[src/rtl/adc_buf_reader_if.sv]
// Valid/ready sample stream with a last marker, from the BRAM reader
// to the DMA/packetiser.
interface adc_buf_reader_if #(
    parameter int DWIDTH = 16
);
    logic [DWIDTH-1:0] tdata;
    logic              tvalid;
    logic              tready;
    logic              tlast;

    modport master (
        output tdata,
        output tvalid,
        output tlast,
        input  tready
    );

    modport slave (
        input  tdata,
        input  tvalid,
        input  tlast,
        output tready
    );
endinterface

[src/rtl/adc_buf_reader.sv]
// Drains a block of ADC samples from the capture BRAM read port
// and presents it as a valid/ready stream with a last flag.
module adc_buf_reader #(
    parameter int DWIDTH   = 16,
    parameter int AWIDTH   = 16,
    parameter int MEM_SIZE = 1300
) (
    input  logic              clk,
    input  logic              rst,
    input  logic              start,
    input  logic              abort,
    input  logic [AWIDTH-1:0] base_addr,
    input  logic [AWIDTH-1:0] length,
    output logic              busy,
    output logic              done,
    output logic [AWIDTH-1:0] ram_addr,
    output logic              ram_ce,
    output logic              ram_we,
    output logic [DWIDTH-1:0] ram_din,
    input  logic [DWIDTH-1:0] ram_dout,
    adc_buf_reader_if.master  m
);
    typedef enum logic [1:0] {
        IDLE,
        READ,
        DRAIN,
        DONE
    } state_t;

    localparam logic [AWIDTH-1:0] LAST_ADDR =
        AWIDTH'(MEM_SIZE - 1);

    state_t            state_q;
    logic [AWIDTH-1:0] rd_ptr_q;
    logic [AWIDTH-1:0] rd_ptr_d;
    logic [AWIDTH-1:0] len_q;
    logic [AWIDTH-1:0] issued_q;
    logic              busy_q;
    logic              done_q;
    logic              rv_q;
    logic              rv_last_q;
    logic [DWIDTH-1:0] dat_q;
    logic              vld_q;
    logic              lst_q;
    logic [DWIDTH-1:0] sk_dat_q;
    logic              sk_vld_q;
    logic              sk_lst_q;

    logic       pop;
    logic       issue;
    logic       issue_last;
    logic [1:0] occ;

    // Occupancy counts the beat leaving this cycle as gone,
    // which is what lets a read issue every clock.
    assign pop = vld_q & m.tready;
    assign occ = 2'(rv_q) + 2'(vld_q)
               + 2'(sk_vld_q) - 2'(pop);
    assign issue = (state_q == READ) & ~abort
                 & (occ < 2'd2);
    assign issue_last = (issued_q == len_q - 1'b1);
    assign rd_ptr_d = (rd_ptr_q == LAST_ADDR)
                    ? '0 : rd_ptr_q + 1'b1;

    assign ram_ce   = issue;
    assign ram_addr = rd_ptr_q;
    assign ram_we   = 1'b0;
    assign ram_din  = '0;
    assign busy     = busy_q;
    assign done     = done_q;
    assign m.tdata  = dat_q;
    assign m.tvalid = vld_q;
    assign m.tlast  = vld_q & lst_q;

    always_ff @(posedge clk or posedge rst) begin
        if (rst) begin
            state_q   <= IDLE;
            rd_ptr_q  <= '0;
            len_q     <= '0;
            issued_q  <= '0;
            busy_q    <= 1'b0;
            done_q    <= 1'b0;
            rv_q      <= 1'b0;
            rv_last_q <= 1'b0;
            dat_q     <= '0;
            vld_q     <= 1'b0;
            lst_q     <= 1'b0;
            sk_dat_q  <= '0;
            sk_vld_q  <= 1'b0;
            sk_lst_q  <= 1'b0;
        end else if (abort && state_q != IDLE) begin
            state_q  <= IDLE;
            busy_q   <= 1'b0;
            done_q   <= 1'b0;
            rv_q     <= 1'b0;
            vld_q    <= 1'b0;
            lst_q    <= 1'b0;
            sk_vld_q <= 1'b0;
            sk_lst_q <= 1'b0;
        end else begin
            done_q    <= 1'b0;
            rv_q      <= issue;
            rv_last_q <= issue & issue_last;
            if (issue) begin
                rd_ptr_q <= rd_ptr_d;
                issued_q <= issued_q + 1'b1;
            end

            // Read data is only valid on ram_dout while rv_q is set.
            if (!vld_q || m.tready) begin
                if (sk_vld_q) begin
                    dat_q    <= sk_dat_q;
                    lst_q    <= sk_lst_q;
                    vld_q    <= 1'b1;
                    sk_vld_q <= rv_q;
                    sk_dat_q <= ram_dout;
                    sk_lst_q <= rv_last_q;
                end else if (rv_q) begin
                    dat_q <= ram_dout;
                    lst_q <= rv_last_q;
                    vld_q <= 1'b1;
                end else begin
                    vld_q <= 1'b0;
                    lst_q <= 1'b0;
                end
            end else if (rv_q) begin
                sk_vld_q <= 1'b1;
                sk_dat_q <= ram_dout;
                sk_lst_q <= rv_last_q;
            end

            unique case (state_q)
                IDLE: begin
                    if (start && length != '0) begin
                        state_q  <= READ;
                        busy_q   <= 1'b1;
                        rd_ptr_q <= base_addr;
                        len_q    <= length;
                        issued_q <= '0;
                    end else if (start) begin
                        state_q <= DONE;
                        done_q  <= 1'b1;
                    end
                end
                READ: begin
                    if (issue && issue_last)
                        state_q <= DRAIN;
                end
                DRAIN: begin
                    if (pop && lst_q) begin
                        state_q <= DONE;
                        busy_q  <= 1'b0;
                        done_q  <= 1'b1;
                    end
                end
                DONE: begin
                    state_q <= IDLE;
                end
                default: begin
                    state_q <= IDLE;
                end
            endcase
        end
    end
endmodule

[src/flat_wrapper.sv]
// flat-port wrapper written by rule: the top's interface ports become plain ports
module adc_buf_reader_flat 
#(
    parameter int DWIDTH   = 16,
    parameter int AWIDTH   = 16,
    parameter int MEM_SIZE = 1300
)
  (clk, rst, start, abort, base_addr, length, busy, done, ram_addr, ram_ce, ram_we, ram_din, ram_dout, m_tdata, m_tvalid, m_tlast, m_tready);
  adc_buf_reader_if #(.DWIDTH(DWIDTH)) m_i ();
  input  logic clk;
  input  logic rst;
  input  logic start;
  input  logic abort;
  input  logic [AWIDTH-1:0] base_addr;
  input  logic [AWIDTH-1:0] length;
  output logic busy;
  output logic done;
  output logic [AWIDTH-1:0] ram_addr;
  output logic ram_ce;
  output logic ram_we;
  output logic [DWIDTH-1:0] ram_din;
  input  logic [DWIDTH-1:0] ram_dout;
  output wire logic [$bits(m_i.tdata)-1:0] m_tdata;
  output wire logic [$bits(m_i.tvalid)-1:0] m_tvalid;
  output wire logic [$bits(m_i.tlast)-1:0] m_tlast;
  input wire logic [$bits(m_i.tready)-1:0] m_tready;
  assign m_tdata = m_i.tdata;
  assign m_tvalid = m_i.tvalid;
  assign m_tlast = m_i.tlast;
  assign m_i.tready = m_tready;
  adc_buf_reader #(.DWIDTH(DWIDTH), .AWIDTH(AWIDTH), .MEM_SIZE(MEM_SIZE)) u_core (.clk(clk), .rst(rst), .start(start), .abort(abort), .base_addr(base_addr), .length(length), .busy(busy), .done(done), .ram_addr(ram_addr), .ram_ce(ram_ce), .ram_we(ram_we), .ram_din(ram_din), .ram_dout(ram_dout), .m(m_i));
endmodule
[config.mk]
export PLATFORM = sky130hd
export DESIGN_NAME = adc_buf_reader_flat
export DESIGN_NICKNAME = d
export VERILOG_FILES = /design/src/rtl/adc_buf_reader_if.sv /design/src/rtl/adc_buf_reader.sv /design/src/flat_wrapper.sv
export SDC_FILE = /design/constraint.sdc
export NUM_CORES = 1
export LEC_CHECK = 0
export ABC_AREA = 1
export BUFFER_PORTS_ARGS = -buffer_cell sky130_fd_sc_hd__buf_2
export CORE_UTILIZATION = 58
export DETAILED_ROUTE_END_ITERATION = 8
export HOLD_SLACK_MARGIN = 0.02
export PLACE_DENSITY = 0.79
export SLEW_MARGIN = 40
export SYNTH_ARGS = -nofsm -noshare
export SYNTH_HDL_FRONTEND = slang
export SYNTH_SLANG_ARGS = --single-unit
[constraint.sdc]
create_clock -name clk -period 6.01 [get_ports clk]
set_input_delay 1.202 -clock clk [delete_from_list [all_inputs] [get_ports clk]]
set_output_delay 1.202 -clock clk [all_outputs]
set_load 0.1 [all_outputs]
## Word-level counts from Yosys, hierarchy flattened

Cells that the tools add are included.

- Register bits: 90
- RAM bits: 0
- ROM bits: 0
- Memories: 0
- Latch bits: 0
- Word-level logic and storage cells: 102

- Reductions and logical operators: 20
- Mux-type cells: 43
- Divide/modulo/power cells: 0
- Multipliers: 0
- $add $sub $neg: 6
- Shift operators: 0
- Equal/unequal tests: 11
- Magnitude comparators: 1
- Bitwise operators: 7

Operators with widths:

| operator | number |
|---|---|
| two-way mux 16 bit | 11 |
| adder 16 x 1 -> 16 bit (second input constant) | 2 |
| two-way mux 1 bit | 24 |
| equality test 16 x 11 -> 1 bit (second input constant) | 1 |
| equality test 16 bit | 1 |
| nonzero test 16 bit | 1 |
| subtractor 16 x 1 -> 16 bit (second input constant) | 1 |
| AND reduction 3 bit | 5 |
| two-way mux 2 bit | 5 |
| != test 3 x 1 -> 1 bit (second input constant) | 3 |
| case mux 2 bit (4 select lines) | 1 |
| nonzero test 2 bit | 4 |
| nonzero test 3 bit | 2 |
| bitwise AND 1 bit | 5 |
| equality test 2 bit (second input constant) | 2 |
| logical AND 1 bit | 4 |
| != test 4 x 2 -> 1 bit (second input constant) | 1 |
| case mux 1 bit (2 select lines) | 2 |
| != test 3 bit (second input constant) | 1 |
| adder 1 x 1 -> 2 bit | 1 |
| adder 2 x 1 -> 2 bit | 1 |
| equality test 2 x 1 -> 1 bit (second input constant) | 1 |
| zero test 2 bit | 1 |
| less-than comparator 2 bit (second input constant) | 1 |
| other kinds (6) | 7 |

## Logic depth before layout (Yosys ltp)

Gate-level depths: netlist of the first run.

- Word-level depth: 9
- Depth in mapped cells: 18

## Worst setup path after synthesis of the first run

OpenSTA, ideal clock, no wires.

- Kind: input port to output port
- Start point: input m_tready
- End point: output ram_ce
- Path buffers: 0
- Arrival time: 2.475 ns
- Stages: 10
- Path slack: 2.333 ns
- Path through: nand2_1 > inv_1 > ha_1 > inv_1 > ha_1 > nand2_1 > nand2_1 > nand2_1 > nand3_4 > inv_4

- Word-level cells in the longest chain between the ends: 4

RTL lines:

| item | RTL line | RTL |
|---|---|---|
| start, declared | flat_wrapper.sv:26 | `input wire logic [$bits(m_i.tready)-1:0] m_tready;` |
| bitwise AND 1 bit | adc_buf_reader.sv:56 | `assign pop = vld_q & m.tready;` |
| subtractor 2 x 1 -> 2 bit | adc_buf_reader.sv:58 | `+ 2'(sk_vld_q) - 2'(pop);` |
| less-than comparator 2 bit | adc_buf_reader.sv:60 | `& (occ < 2'd2);` |
| bitwise AND 1 bit | adc_buf_reader.sv:60 |  |
| end, declared | flat_wrapper.sv:19 | `output logic ram_ce;` |

No other way between the ends.

## Worst setup path after layout of the first run

Ends and elaborated chain as after synthesis.

==> impl_metrics.yaml, run 1 <==
floorplanning:
  coreArea_um2: 8850
  rows: 34
  io-pin-count: 107
  die-area_um2: 9660
  start_util: 0.608
  die_x_um: 98.3
  die_y_um: 98.3
synthesis:
  avgSynthCellArea_um2: 7.34
  syn_inst: 732
  ys_seq_elements: 90
  ys_seq_area_frac: 0.419
  yosys.cell_types.count: 41
  ys.warnings.count: 0
  syn-cell-area_um2: 5380
route:
  wl_per_cell_um: 12.6
  ant_nets: 0
  wl_um: 11700
  drc: 0
  drt-initial-drc-count: 236
  via_per_inst: 5.21
  vias: 4828
  drtPass1Iterations: 6
sta:
  finalSetupTns_ps: 0
  tightest_slew_ps: 756
  finalCritPeriodShare: 0.714
  hold_violations: 0
  max_freq_mhz: 233
  slew-limit-headroom: 0.493
  period_needed_ps: 4290
  skew_ps: 13.2
  final-setup-viol-count: 0
  rsz0062_at_grt: "false"
  slew_viol_final: 0
global_routing:
  grt_busiest_layer: "met2"
  grt_pass1_vias: 4549
  grt.total_usage: 0.257
  grt_max_degree: 51
  grt_use_met1: 0.328
  met2_usage: 0.450
  gr-total-overflow: 0
  grt_pass1_wl_um: 20200
  antenna_found_initial: 0
  met3_usage: 0.0458
layout:
  drive_gt1_frac: 0.167
  n_antenna_cell: 0
  syn2layout_area_growth_pct: 12.0
  final_common_cell: "nand2_1"
  layout_common_cells: "192 x nand2_1, 108 x inv_1, 90 x dfrtp_1, 89 x buf_2, 67 x o21ai_0"
  finalNetCount: 875
setup_path:
  worstSetupEndpointType: "output port"
  path_delay_family: "buffers and inverters"
  path_cells: "buf_2 > nand2_1 > inv_1 > ha_1 > inv_1 > ha_1 > nand2_1 > nand2_1 > nand2_1 > nand3_4 > inv_4 > buf_2"
  arrival_ps: 3090
  critical_path_peak_fanout: 15
  path_buf_inv: 5
  r2r_start: "u_core.m.tvalid"
  cp.depth: 12
  start_kind: "primary input"
  worstPathRequired_ps: 4810
  r2r-end: "u_core.ram_addr[10]"
  reg2regPathDepth: 14
  reg2reg_setup_slack_ps: 3190
  crit_top_cell: "nand2_1"
  crit_slowest_cell: "buf_2"
  crit_type: "in -> out"
  cpPeakStageDelay_ps: 440
clock_tree:
  hold_buffers: 0
  clkLatencyLatePin_ps: 350
  cts_resized: 0
  clkSlewWorstSetupHoldPaths_ps: 80
  htreeDepth: 3
  cts_buffers: 9
  clk_path_buf_depth: 2
  cts.sinks: 90
  post-cts-setup-buffer-count: 0
  cts-root-buf: "clkbuf_8"
  cts_tree: "done"
pwr:
  vdd_drop_max_mv: 0.521
  p_leak_nw: 3.11
  totalPowerFinal_mw: 3.44
  p_per_area_nw_per_um2: 571
hold_path:
  min-delay-start: "u_core.m.tdata[4]"
  hp-class: "reg -> reg"
  hold_path_end: "u_core.m.tdata[4]"
  hold_depth: 1
run_status:
  status: "finished clean"
placed_design:
  dp_hpwl_um: 8760
  numPortBuffers: 89
  gp_congestion: 0.912
job:
  max_cap_violations: 0
## report_power, final
group / switching [mW] / internal, mW
sequential: 0.221 / 0.844
clock: 0.227 / 0.179
combinational: 1.53 / 0.442
## logic make-up after synthesis
logic type      after synthesis  synth area share
simple gates                334             0.271
buf+inv                     150             0.120
compound gates              132             0.142
flops                        90             0.419
xor+xnor                     16            0.0261
fa+ha+maj                     9            0.0209
other cells                   1          0.000697
## worst max path at each step
stage                  start  endpoint  slack (ps)
floorplan           m_tready    ram_ce        2330
global placement    m_tready    ram_ce        1780
detailed placement  m_tready    ram_ce        1700
CTS                 m_tready    ram_ce        1700
global route        m_tready    ram_ce        1550
finish              m_tready    ram_ce        1720
## sequential cells by signal, summed over array words and instances (netlist names)
name	cells
u_core.issued_q	16
u_core.sk_dat_q	16
u_core.sk_lst_q	1
u_core.len_q	16
u_core.m.tvalid	1
u_core.sk_vld_q	1
u_core.rv_last_q	1
u_core.done	1
u_core.rv_q	1
u_core.m.tdata	16
u_core.ram_addr	16
u_core.busy	1
u_core.state_q	2
u_core.lst_q	1
## area by class of cell
cell class                      count  area (um^2)
Inverter                          112          424
Multi-Input combinational cell    508         2540
Clock buffer                       11          151
Timing Repair Buffer               92          468
Sequential cell                    90         2250
Fill cell                         775         2830
Tap cell                          108          135
Clock inverter                      5         45.0
## metal layers
metal	share of wire	wire length, um
met5	0	0
met4	0.0082	96
met3	0.045	527
met2	0.49	5770
met1	0.45	5270
## through the flow
step                      hold slack [ps]  utilization  std cells  area [um^2]  setup slack (ps)
after floorplan                       448            -        748         5440              2330
after global placement                461        0.658        910         5820              1780
after detailed placement              470        0.658        910         5820              1700
after CTS                             493        0.680        926         6010              1700
after global routing                  515        0.680        926         6020              1550
final                                 487        0.680        926         6020              1720
## worst register-to-register path, stage by stage, from the launching register on
cell	delay [ps]
dfrtp_1	440
nand2_1	90
inv_1	60
ha_1	270
inv_1	40
ha_1	270
nand2_1	80
nand3_1	110
nand3_4	240
inv_4	110
nand2_1	80
nand2_1	120
nor2_2	460
o21ai_0	180
o211ai_1	190
## Yosys cell counts (all sizes together)
cell | number | share of area
nand2 | 196 | 0.14
inv | 112 | 0.079
dfrtp | 90 | 0.42
nor2 | 72 | 0.060
o21ai | 70 | 0.065
nand3 | 39 | 0.040
buf | 27 | 0.034
a21oi | 21 | 0.020
o21a | 18 | 0.025
nor3 | 13 | 0.016
clkbuf | 11 | 0.0079
nand4 | 10 | 0.012
xor2 | 10 | 0.016
ha | 9 | 0.021
o211ai | 6 | 0.0093
xnor2 | 6 | 0.0098
a31oi | 5 | 0.0058
o31ai | 5 | 0.0070
a211oi | 2 | 0.0028
o21bai | 2 | 0.0028
a31o | 1 | 0.0016
and3 | 1 | 0.0012
conb | 1 | 0.00070
nand3b | 1 | 0.0014
nor3b | 1 | 0.0014
o221ai | 1 | 0.0016
o311ai | 1 | 0.0016
or2 | 1 | 0.0012
Power figures use the tool's default switching activity.
==> run 2, diff against run 1 <==
CORE_UTILIZATION = 50   (was 58)
PLACE_DENSITY = 0.72   (was 0.79)
clock period = 3.6 ns   (was 6.01 ns; I/O delays follow)
==> run 2 against run 1 <==
  * Global-route usage shrank 2.4 points
  * Register-to-register slack lost 2400 ps
  * Clock skew shrank 2.2 ps
  * Clock power grew 71%
  * Total power grew 68%
  * Clock-buffer cell count grew 1
  * Die area grew 16%
  * First-iteration DRC count shrank 6.4%
  * Critical path type unchanged
  * Non-clock buffer count grew 4
  * Cell count grew 3.3%
==> impl_metrics.yaml, run 2 (same netlist as run 1, synthesis figures left out) <==
sta:
  period_needed_ps: 3080
  tightest_slew_ps: 744
  slew-limit-headroom: 0.501
  hold_violations: 0
  max_freq_mhz: 325
  slew_viol_final: 0
  finalSetupTns_ps: 0
  rsz0062_at_grt: "false"
  finalCritPeriodShare: 0.854
  final-setup-viol-count: 0
  skew_ps: 11.0
clock_tree:
  clkLatencyLatePin_ps: 370
  cts-root-buf: "clkbuf_8"
  cts_tree: "done"
  clkSlewWorstSetupHoldPaths_ps: 90
  hold_buffers: 0
  cts_resized: 0
  post-cts-setup-buffer-count: 0
  clk_path_buf_depth: 2
  cts_buffers: 9
  htreeDepth: 3
  cts.sinks: 90
setup_path:
  reg2regPathDepth: 15
  endpoint: "ram_ce"
  worstPathRequired_ps: 2880
  r2r_start: "u_core.m.tvalid"
  start_kind: "primary input"
  r2r-end: "u_core.ram_addr[10]"
  crit_type: "in -> out"
  crit_path_start: "m_tready"
  critical_path_peak_fanout: 15
  worstSetupEndpointType: "output port"
  arrival_ps: 2360
  reg2reg_setup_slack_ps: 800
layout:
  drive_gt1_frac: 0.167
  syn2layout_area_growth_pct: 13.2
  layout_common_cells: "192 x nand2_1, 108 x inv_1, 90 x dfrtp_1, 88 x buf_2, 67 x o21ai_0"
  nFillCells: 990
  final_cell_area_um2: 6090
  finalCoreUtilization: 0.587
  final_common_cell: "nand2_1"
  n_antenna_cell: 0
  stdcell_count: 957
  finalNetCount: 879
placed_design:
  dp_hpwl_um: 9140
  gp_congestion: 0.894
  placedInstanceArea_um2: 5900
  dp.cells: 942
  numPortBuffers: 89
route:
  vias: 4863
  drt-initial-drc-count: 221
  drc: 0
  drtPass1Iterations: 5
  via_per_inst: 5.08
  wl_per_cell_um: 12.7
  wl_um: 12200
  ant_nets: 0
floorplanning:
  die_x_um: 106
  die-area_um2: 11200
  io-pin-count: 107
  die_y_um: 106
  rows: 37
  coreArea_um2: 10400
  start_util: 0.518
pwr:
  p_sw_mw: 3.29
  seq_power_share: 0.307
  internal_power_mw: 2.51
  netSwitchingFraction: 0.567
  clkPwrFrac: 0.120
  totalPowerFinal_mw: 5.79
  p_leak_nw: 3.13
  comb_power_share: 0.573
  vdd_drop_max_mv: 0.773
  p_per_area_nw_per_um2: 952
global_routing:
  grt_pass1_wl_um: 20900
  grt.total_usage: 0.232
  grt_max_degree: 47
  grt_pass1_vias: 4685
  gr-total-overflow: 0
  antenna_found_initial: 0
run_status:
  status: "finished clean"
job:
  max_cap_violations: 0
hold_path:
  hp-class: "in -> async"
[run 2: metal layers]
metal	GRT usage	wire (um)
met1	0.284	5270
met2	0.402	6100
met3	0.0458	602
met4	0.0923	226
met5	0	0
[run 2: worst min-delay path by stage]
stage / end / slack [ps]
6_report: u_core.busy / 410
5_1_grt: u_core.len_q[15] / 460
4_1_cts: u_core.len_q[15] / 490
3_5_place_dp: u_core.sk_dat_q[2] / 470
3_3_place_gp: u_core.sk_dat_q[14] / 460
2_1_floorplan: u_core.sk_dat_q[0] / 450
[run 2: power by group through the flow]
| stage | clock network (mW) | logic, mW | registers (mW) |
|---|---|---|---|
| 2_1_floorplan | 0 | 1.44 | 3.05 |
| 3_3_place_gp | 0 | 3.25 | 1.78 |
| 3_5_place_dp | 0 | 3.31 | 1.79 |
| 4_1_cts | 0.711 | 3.32 | 1.78 |
| 5_1_grt | 0.738 | 3.60 | 1.83 |
| 6_report | 0.693 | 3.32 | 1.78 |
[run 2: cell type report]
class	instances	area (um^2)	share of cell area
clock buffer	12	145	0.0238
clock inverter	3	40.0	0.00658
inverter	112	425	0.0699
multi-input combinational	508	2540	0.418
sequential	90	2250	0.370
tap	136	170	0.0279
timing repair buffer	96	513	0.0843
[run 2: per-stage QoR]
| step | hold slack, ps | worst slack, ps |
|---|---|---|
| 6_report | 407 | 524 |
| 5_1_grt | 464 | 368 |
| 4_1_cts | 492 | 487 |
| 3_5_place_dp | 471 | 427 |
| 3_3_place_gp | 462 | 543 |
| 2_1_floorplan | 448 | 482 |
[run 2: worst max-delay path: stages]
cell and delay [ps]:
buf_2 110, nand2_1 60, inv_1 60, ha_1 270, inv_1 40, ha_1 260
nand2_1 80, nand2_1 50, nand2_1 90, nand3_4 220, inv_4 210, buf_12 190
